**config.mk**
```make
export PLATFORM = sky130hd
export DESIGN_NAME = wrapper_ahb_packet_writer
export DESIGN_NICKNAME = d
export VERILOG_FILES = /design/src/rtl/wrapper_ahb_packet_writer.sv
export SDC_FILE = /design/constraint.sdc
export NUM_CORES = 1
export LEC_CHECK = 0
export CORE_MARGIN = 2
export CORE_UTILIZATION = 46
export CTS_BUF_LIST = sky130_fd_sc_hd__clkbuf_8 sky130_fd_sc_hd__clkbuf_16
export DETAILED_ROUTE_END_ITERATION = 10
export PLACE_DENSITY = 0.74
export SLEW_MARGIN = 15
export SYNTH_ARGS = -nofsm -noshare
export SYNTH_HDL_FRONTEND = slang
export SYNTH_SLANG_ARGS = --single-unit
```
**constraint.sdc**
```tcl
create_clock -name clk -period 2.2 [get_ports clk]
set_clock_uncertainty 0.15 [all_clocks]
set_input_delay 0.44 -clock clk [delete_from_list [all_inputs] [get_ports clk]]
set_output_delay 0.44 -clock clk [all_outputs]
set_load 0.05 [all_outputs]
```
**src/rtl/wrapper_ahb_packet_writer.sv**
```systemverilog
// ============================================================================
//  Module      : wrapper_ahb_packet_writer
//  Description : AHB-Lite initiator that takes one wide packet on a
//                valid/ready port and writes it as an incrementing burst of
//                32-bit words into an accelerator wrapper's input window.
//  Revision    : 1.0 - initial release
// ============================================================================
`default_nettype none

module wrapper_ahb_packet_writer #(
  parameter int ADDRWIDTH   = 12,
  parameter int PACKETWIDTH = 512,
  parameter int BASEADDR    = 'h000
) (
  input  logic                   clk,
  input  logic                   rst,
  input  logic [PACKETWIDTH-1:0] packet_data,
  input  logic                   packet_data_last,
  input  logic                   packet_data_valid,
  output logic                   packet_data_ready,
  input  logic                   data_req,
  output logic                   hsel,
  output logic [ADDRWIDTH-1:0]   haddr,
  output logic [1:0]             htrans,
  output logic [2:0]             hsize,
  output logic                   hwrite,
  output logic [31:0]            hwdata,
  input  logic                   hready,
  input  logic                   hresp,
  output logic                   busy,
  output logic                   error
);

  localparam int c_NWORDS = PACKETWIDTH / 32;
  localparam int c_CNTW   = $clog2(c_NWORDS);

  localparam logic [ADDRWIDTH-1:0] c_BASE      = ADDRWIDTH'(BASEADDR);
  // Final packet of a block lands at the top of the window.
  localparam logic [ADDRWIDTH-1:0] c_TOP_OFF   = ADDRWIDTH'((1 << (ADDRWIDTH - 1)) - PACKETWIDTH / 8);
  localparam logic [ADDRWIDTH-1:0] c_WORD_STEP = ADDRWIDTH'(4);
  localparam logic [c_CNTW-1:0]    c_LAST_WORD = c_CNTW'(c_NWORDS - 1);
  localparam logic [c_CNTW-1:0]    c_CNT_ONE   = c_CNTW'(1);

  localparam logic [1:0] c_HTRANS_IDLE   = 2'b00;
  localparam logic [1:0] c_HTRANS_NONSEQ = 2'b10;
  localparam logic [1:0] c_HTRANS_SEQ    = 2'b11;

  typedef enum logic [1:0] {
    S_IDLE     = 2'd0,
    S_XFER     = 2'd1,
    S_LASTDATA = 2'd2,
    S_ERR1     = 2'd3
  } state_t;

  state_t                 r_state;
  logic [PACKETWIDTH-1:0] r_shift;
  logic [c_CNTW-1:0]      r_cnt;
  logic                   r_dphase;
  logic                   r_ready;
  logic                   r_hsel;
  logic [ADDRWIDTH-1:0]   r_haddr;
  logic [1:0]             r_htrans;
  logic                   r_hwrite;
  logic [31:0]            r_hwdata;
  logic                   r_busy;
  logic                   r_error;

  logic w_handshake;
  logic w_err_first;

  assign w_handshake = r_ready & packet_data_valid;

  // First ERROR cycle of a data phase: the pending address phase is cancelled
  // in that same cycle, so htrans is forced to IDLE combinationally.
  assign w_err_first = r_dphase & hresp & ~hready &
                       ((r_state == S_XFER) | (r_state == S_LASTDATA));

  assign packet_data_ready = r_ready;
  assign hsel              = r_hsel;
  assign haddr             = r_haddr;
  assign htrans            = w_err_first ? c_HTRANS_IDLE : r_htrans;
  assign hsize             = 3'b010;
  assign hwrite            = r_hwrite;
  assign hwdata            = r_hwdata;
  assign busy              = r_busy;
  assign error             = r_error;

  // Packet FSM: handshake, address/data pipeline, completion and error abort.
  always_ff @(posedge clk) begin
    if (rst) begin
      r_state  <= S_IDLE;
      r_shift  <= '0;
      r_cnt    <= '0;
      r_dphase <= 1'b0;
      r_ready  <= 1'b0;
      r_hsel   <= 1'b0;
      r_haddr  <= '0;
      r_htrans <= c_HTRANS_IDLE;
      r_hwrite <= 1'b0;
      r_hwdata <= '0;
      r_busy   <= 1'b0;
      r_error  <= 1'b0;
    end else begin
      r_error <= 1'b0;
      case (r_state)
        S_IDLE: begin
          r_ready <= data_req;
          if (w_handshake) begin
            r_ready  <= 1'b0;
            r_busy   <= 1'b1;
            r_shift  <= packet_data;
            r_cnt    <= '0;
            r_haddr  <= c_BASE + (packet_data_last ? c_TOP_OFF : '0);
            r_htrans <= c_HTRANS_NONSEQ;
            r_hsel   <= 1'b1;
            r_hwrite <= 1'b1;
            r_state  <= S_XFER;
          end
        end

        S_XFER: begin
          if (w_err_first) begin
            r_htrans <= c_HTRANS_IDLE;
            r_hsel   <= 1'b0;
            r_hwrite <= 1'b0;
            r_state  <= S_ERR1;
          end else if (hready) begin
            // Address phase accepted: its word becomes the next data phase.
            r_hwdata <= r_shift[31:0];
            r_shift  <= r_shift >> 32;
            r_dphase <= 1'b1;
            if (r_cnt == c_LAST_WORD) begin
              r_htrans <= c_HTRANS_IDLE;
              r_hsel   <= 1'b0;
              r_hwrite <= 1'b0;
              r_state  <= S_LASTDATA;
            end else begin
              r_cnt    <= r_cnt + c_CNT_ONE;
              r_haddr  <= r_haddr + c_WORD_STEP;
              r_htrans <= c_HTRANS_SEQ;
            end
          end
        end

        S_LASTDATA: begin
          if (w_err_first) begin
            r_state <= S_ERR1;
          end else if (hready) begin
            r_dphase <= 1'b0;
            r_busy   <= 1'b0;
            r_ready  <= data_req;
            r_state  <= S_IDLE;
          end
        end

        S_ERR1: begin
          // Second ERROR cycle completes the response; remaining words dropped.
          if (hready) begin
            r_error  <= 1'b1;
            r_dphase <= 1'b0;
            r_busy   <= 1'b0;
            r_ready  <= data_req;
            r_state  <= S_IDLE;
          end
        end

        default: r_state <= S_IDLE;
      endcase
    end
  end

endmodule

`default_nettype wire

```
* After elaboration in Yosys (flattened, before gate mapping)
Index checks and enable logic that the tools add are counted.
Cells by class: equality and inequality tests 11, reductions and logical operators 14, bitwise operators 8, mux-type cells 46, $add $sub $neg 2
Operator list (count):
- 512-bit two-way mux | 3
- 512-bit one-hot mux with 2 select lines | 1
- 12-bit two-way mux | 4
- 12-bit one-hot mux with 2 select lines | 1
- 2-bit two-way mux | 11
- 4-bit two-way mux | 4
- 1-bit two-way mux | 14
- 12-bit by 3-bit adder with 12-bit output, second input constant | 1
- 3-bit AND reduction | 4
- 4-bit AND reduction | 3
- 11-bit two-way mux | 1
- 2-bit != test, second input constant | 5
- 1-bit one-hot mux with 3 select lines | 3
- 2-bit one-hot mux with 4 select lines | 1
- 4-bit one-hot mux with 2 select lines | 1
- 3-bit nonzero test | 2
- 5-bit AND reduction | 1
- 4-bit by 1-bit adder with 4-bit output, second input constant | 1
- 1-bit bitwise AND | 4
- 2-bit == test, second input constant | 2
- 4-bit == test, second input constant | 1
- 2-bit one-hot mux with 2 select lines | 1
- 3-bit by 2-bit != test with 1-bit output, second input constant | 1
- 3-bit != test, second input constant | 1
- other kinds (8) | 10
Storage, ports and cells: word-level logic and storage cells 92, bits of input ports 519, output and inout port bits 54, bits in registers 569

* Longest topological paths before layout
depth after elaboration 5, depth in mapped cells 10, gate-level depth less buffers 6

* Worst setup path after synthesis
No wires, ideal clock.
path kind reg2reg, start point register r_state[1], end point register r_shift[179], slack -0.035 ns, clock period less this slack 2.235 ns, cell stages (with the launch flop) 11, data required time 1.904 ns, setup time 0.146 ns, arrival time 1.939 ns, path buffers 4, path through dfxtp_1 > inv_1 > ha_1 > mux2_4 > and2_1 > buf_2 > buf_6 > buf_4 > buf_2 > nor2_1 > a211oi_2
Between the ends: longest elaborated chain between the ends 5, elaborated cells on any way between the ends 11, those cells by class eq/ne: 5; mux: 1; bitwise: 2; reduce/logical: 3
Ends and longest elaborated chain:
- from (decl) | line 55 | state_t r_state;
- from (signal assigned) | line 91 | r_state <= S_IDLE;
- from (signal assigned) | line 117 | r_state <= S_XFER;
- from (signal assigned) | line 126 | r_state <= S_ERR1;
- 2-bit by 1-bit == test with 1-bit output / 2-bit == test (equally long branches) | line 76, 105
- 1-bit bitwise OR | line 76 | ((r_state == S_XFER) | (r_state == S_LASTDATA));
- 1-bit bitwise AND | line 75 | assign w_err_first = r_dphase & hresp & ~hready &
- 2-bit != test (no source line)
- 4-bit AND reduction (no source line)
- to (signal assigned) | line 111 | r_shift <= packet_data;
- to (signal assigned) | line 130 | r_shift <= r_shift >> 32;
- to (decl) | line 56 | logic [PACKETWIDTH-1:0] r_shift;
Parallel ways exist; a longest one is shown, timed or not. A chain may end at the register's enable or synchronous reset.

* Worst setup path in the final report
start point register r_state[1], end point output htrans[1]
Between the ends: longest elaborated chain between the ends 4, elaborated cells on any way between the ends 5, those cells by class eq/ne: 2; mux: 1; bitwise: 2
Ends and longest elaborated chain:
- 2-bit by 1-bit == test with 1-bit output / 2-bit == test (equally long branches) | line 76
- 1-bit bitwise OR (*) | line 76
- 1-bit bitwise AND (*) | line 75
- 2-bit two-way mux (*) | line 81 | assign htrans = w_err_first ? c_HTRANS_IDLE : r_htrans;
- to (decl) | line 24 | output logic [1:0] htrans,
Mark *: on every way between the ends. The rest lies on a longest branch, timed or not.

==> run metrics <==
status finished, violations left; failing checks setup timing; met3 WL 5590 microns; top cell type by total area after synthesis dfxtp_1; largest net degree at the start of global routing 66; layout cells sized above 1 approximately a quarter; Worst setup SP type flip-flop; Starting DRT DRC Count 1370; flops & latches, synth 567; Crit path required time 1.61 ns; DR WL met2 42100 microns; Core Region 0.0551 sq mm; vias between 20000 and 25000; worst setup margin -0.183 ns; max incr delay on CP 0.35 ns; DR DRC count 0; routability cong. a little under 0.9; crit path max fanout 3; initial antenna violation count 42; die height 240 microns; fin. max-slew vios 0; cells after synthesis 2547; Slew @ Worst Pin ~0.58 ns; Post-synth EDFFs 0; cts bufs inserted 59; fraction of registers with async set/reset 0%; P_sw 22400 uW; Die Wd about 240 microns; P_leak 0.0130 uW; flip-flop and latch area roughly 0.011 sq mm; CP cell instances inv_4 > ha_4 > nand4b_1 > and2_4 > buf_12; Logic pwr share 52.2%; Root Driver clkbuf_16; slowest CP cell dfxtp_2; fin crit share 108%; Net Sw Frac 39.4%; setup violators final 460; Worst setup EP type primary output; vias in the first global route ~21000; final wirelength 88200 microns; worst skew pair latency between 0.6 and 0.7 ns; power density over the cells 1520 mW/mm^2; area fraction of the dominant cell type after synthesis 44.3%; drt wl/cell between 20 and 25 microns; drt first pass iters 5; Worst-path clk slew ~0.060 ns; fin util 67.9%; CTS max path bufs 3; Max Used Layer met5; register-to-register setup slack -0.17 ns; port buffer count 567; nets 3659; TritonCTS clock tree built; Warnings, synthesis 0; internal power ~34000 uW; number of max-cap violations 0; syn_area_per_cell 10.1 sq um; Max VDD drop 0.000761 V; fill cell count 4152; GRT Total Usage between 20% and 30%; full die area approximately 0.058 sq mm; WS Path Type reg2out; Multi-input gate area roughly 0.014 sq mm; hpwl dp 59600 microns; worst min-delay path class in2reg; grt ovf 0; top cells by count, synth dfxtp_1 (567), nor2_1 (527), mux2i_1 (482), a211oi_2 (250), a211oi_1 (233); setup TNS -30.20 ns; unique cell type count in the Yosys netlist 45; Core Rows 86; most common cell in the netlist dfxtp_1; Routed Antenna Nets 0; # IOs 573; sequential area share after synthesis between 40% and 50%; crit path DAT roughly 1.8 ns; Primary FF master, synth dfxtp_1; Post-Syn Area 0.0256 sq mm; Clock power frac 17.4%; H-tree depth 2; first-pass GRT wire length 120000 microns; synth-to-layout area growth 46.1%; Design Power about 57000 uW; clock sink total 567; min Tclk post-route 2.38 ns; Met1 Wirelength roughly 37000 microns; Slew headroom 61.6%; Initial Utilization 46.5%; pre-CTS WS -0.278 ns; maximum clock rate 0.420 GHz; RSZ-0062 raised after global routing yes; sequential share of power a little under a third; synth top area cells dfxtp_1 (44%), mux2i_1 (19%), a211oi_2 (12%), nor2_1 (7.7%), a211oi_1 (6.8%); Vias/cell 5.56; final hold violation count 0
metrics by stage:
| stage | instances | instance area, sq um | hold WS [ns] |
|---|---|---|---|
| floorplan | 2550 | 25600 | 0.280 |
| global placement | 3743 | 32600 | 0.287 |
| detailed placement | 3743 | 32600 | 0.294 |
| CTS | 3855 | 34700 | 0.0904 |
| global route | 3952 | 37400 | 0.137 |
| finish | 3957 | 37400 | 0.116 |
cells in the final DEF (no fill, tap or decap), types with 5 or more instances in the layout:
master and n:
clkinv_2 13, a211oi_1 166, a22oi_1 33, o21ai_0 5, nor2_2 76, dlygate4sd2_1 32, a31oi_1 6, conb_1 5
clkbuf_8 13, diode_2 33, nand2_1 71, nand3_1 9, buf_16 23, buf_8 9, mux2i_1 478, a211oi_2 313
inv_1 17, clkbuf_16 97, buf_12 46, clkdlybuf4s50_1 517, a21oi_1 42, nor2_4 65, nand4_1 5, nor2_1 386
buf_4 83, buf_6 24, ha_1 5, dfxtp_1 565, or3_1 5
state kept, by name (all words and copies together), names as in the netlist:
name               cells
hwdata                32
busy                   1
r_shift              512
packet_data_ready      1
r_cnt                  4
r_htrans               2
error                  1
haddr                 10
hwrite                 1
r_state                2
r_dphase               1
routing by layer:
metal	vias up	global-route usage (%)
li1	10400	-
met4	24	12.2
met3	200	5.37
met2	725	44.1
met5	-	0
met1	10600	34.2
final timing paths:
check	start	endpoint	cells past startpoint
setup / recovery	r_state[1]	htrans[1]	5
hold / removal	rst	r_shift[509]	2
setup reg to reg	r_state[1]	r_shift[154]	11
hold reg to reg	r_shift[11]	hwdata[11]	2
critical path: cells and delay by family, from the launching register on:
kind | cells | cell delay (ns)
flip-flops | 1 | 0.35
buffers and inverters | 2 | 0.19
AND/OR/NAND/NOR | 2 | 0.40
adder cells (fa/ha/maj) | 1 | 0.26
power groups by stage:
stage          clock (uW)  combinational, uW  sequential [uW]
4_1_cts              9990              23200            16800
6_report             9860              29600            17300
3_3_place_gp            0              21600            16800
2_1_floorplan           0              16600            16100
5_1_grt             10400              31600            17600
3_5_place_dp            0              22300            16900
what timing repair did:
item                       4_1_cts  5_1_grt
setup endpoints to repair       46      391
pin swaps                        6       13
buffers inserted                 4       19
hold buffers                     0        0
gates resized for setup         66      350
hold endpoints to repair         0        0
cloned                           4       52
cells by family (layout without fill, tap and decap cells):
group	count (synthesis)	after routing	share of synthesized area [%]
other cells	2	38	0.0293
buf+inv	257	883	4.81
compound gates	591	591	21.8
simple gates	638	638	9.74
fa+ha+maj	7	7	0.342
flops	567	567	44.3
mux	483	483	18.9
xor+xnor	2	2	0.0684
layout make-up:
class                           instances  area share, %
Multi-Input combinational cell       1726           37.8
Sequential cell                       567           30.4
Timing Repair Buffer                  771           23.9
Clock buffer                           74           4.56
Tap cell                              748           2.50
Clock inverter                         30          0.532
Antenna cell                           33          0.221
Inverter                                8         0.0870
No activity file was read; power rests on OpenSTA's default activity.
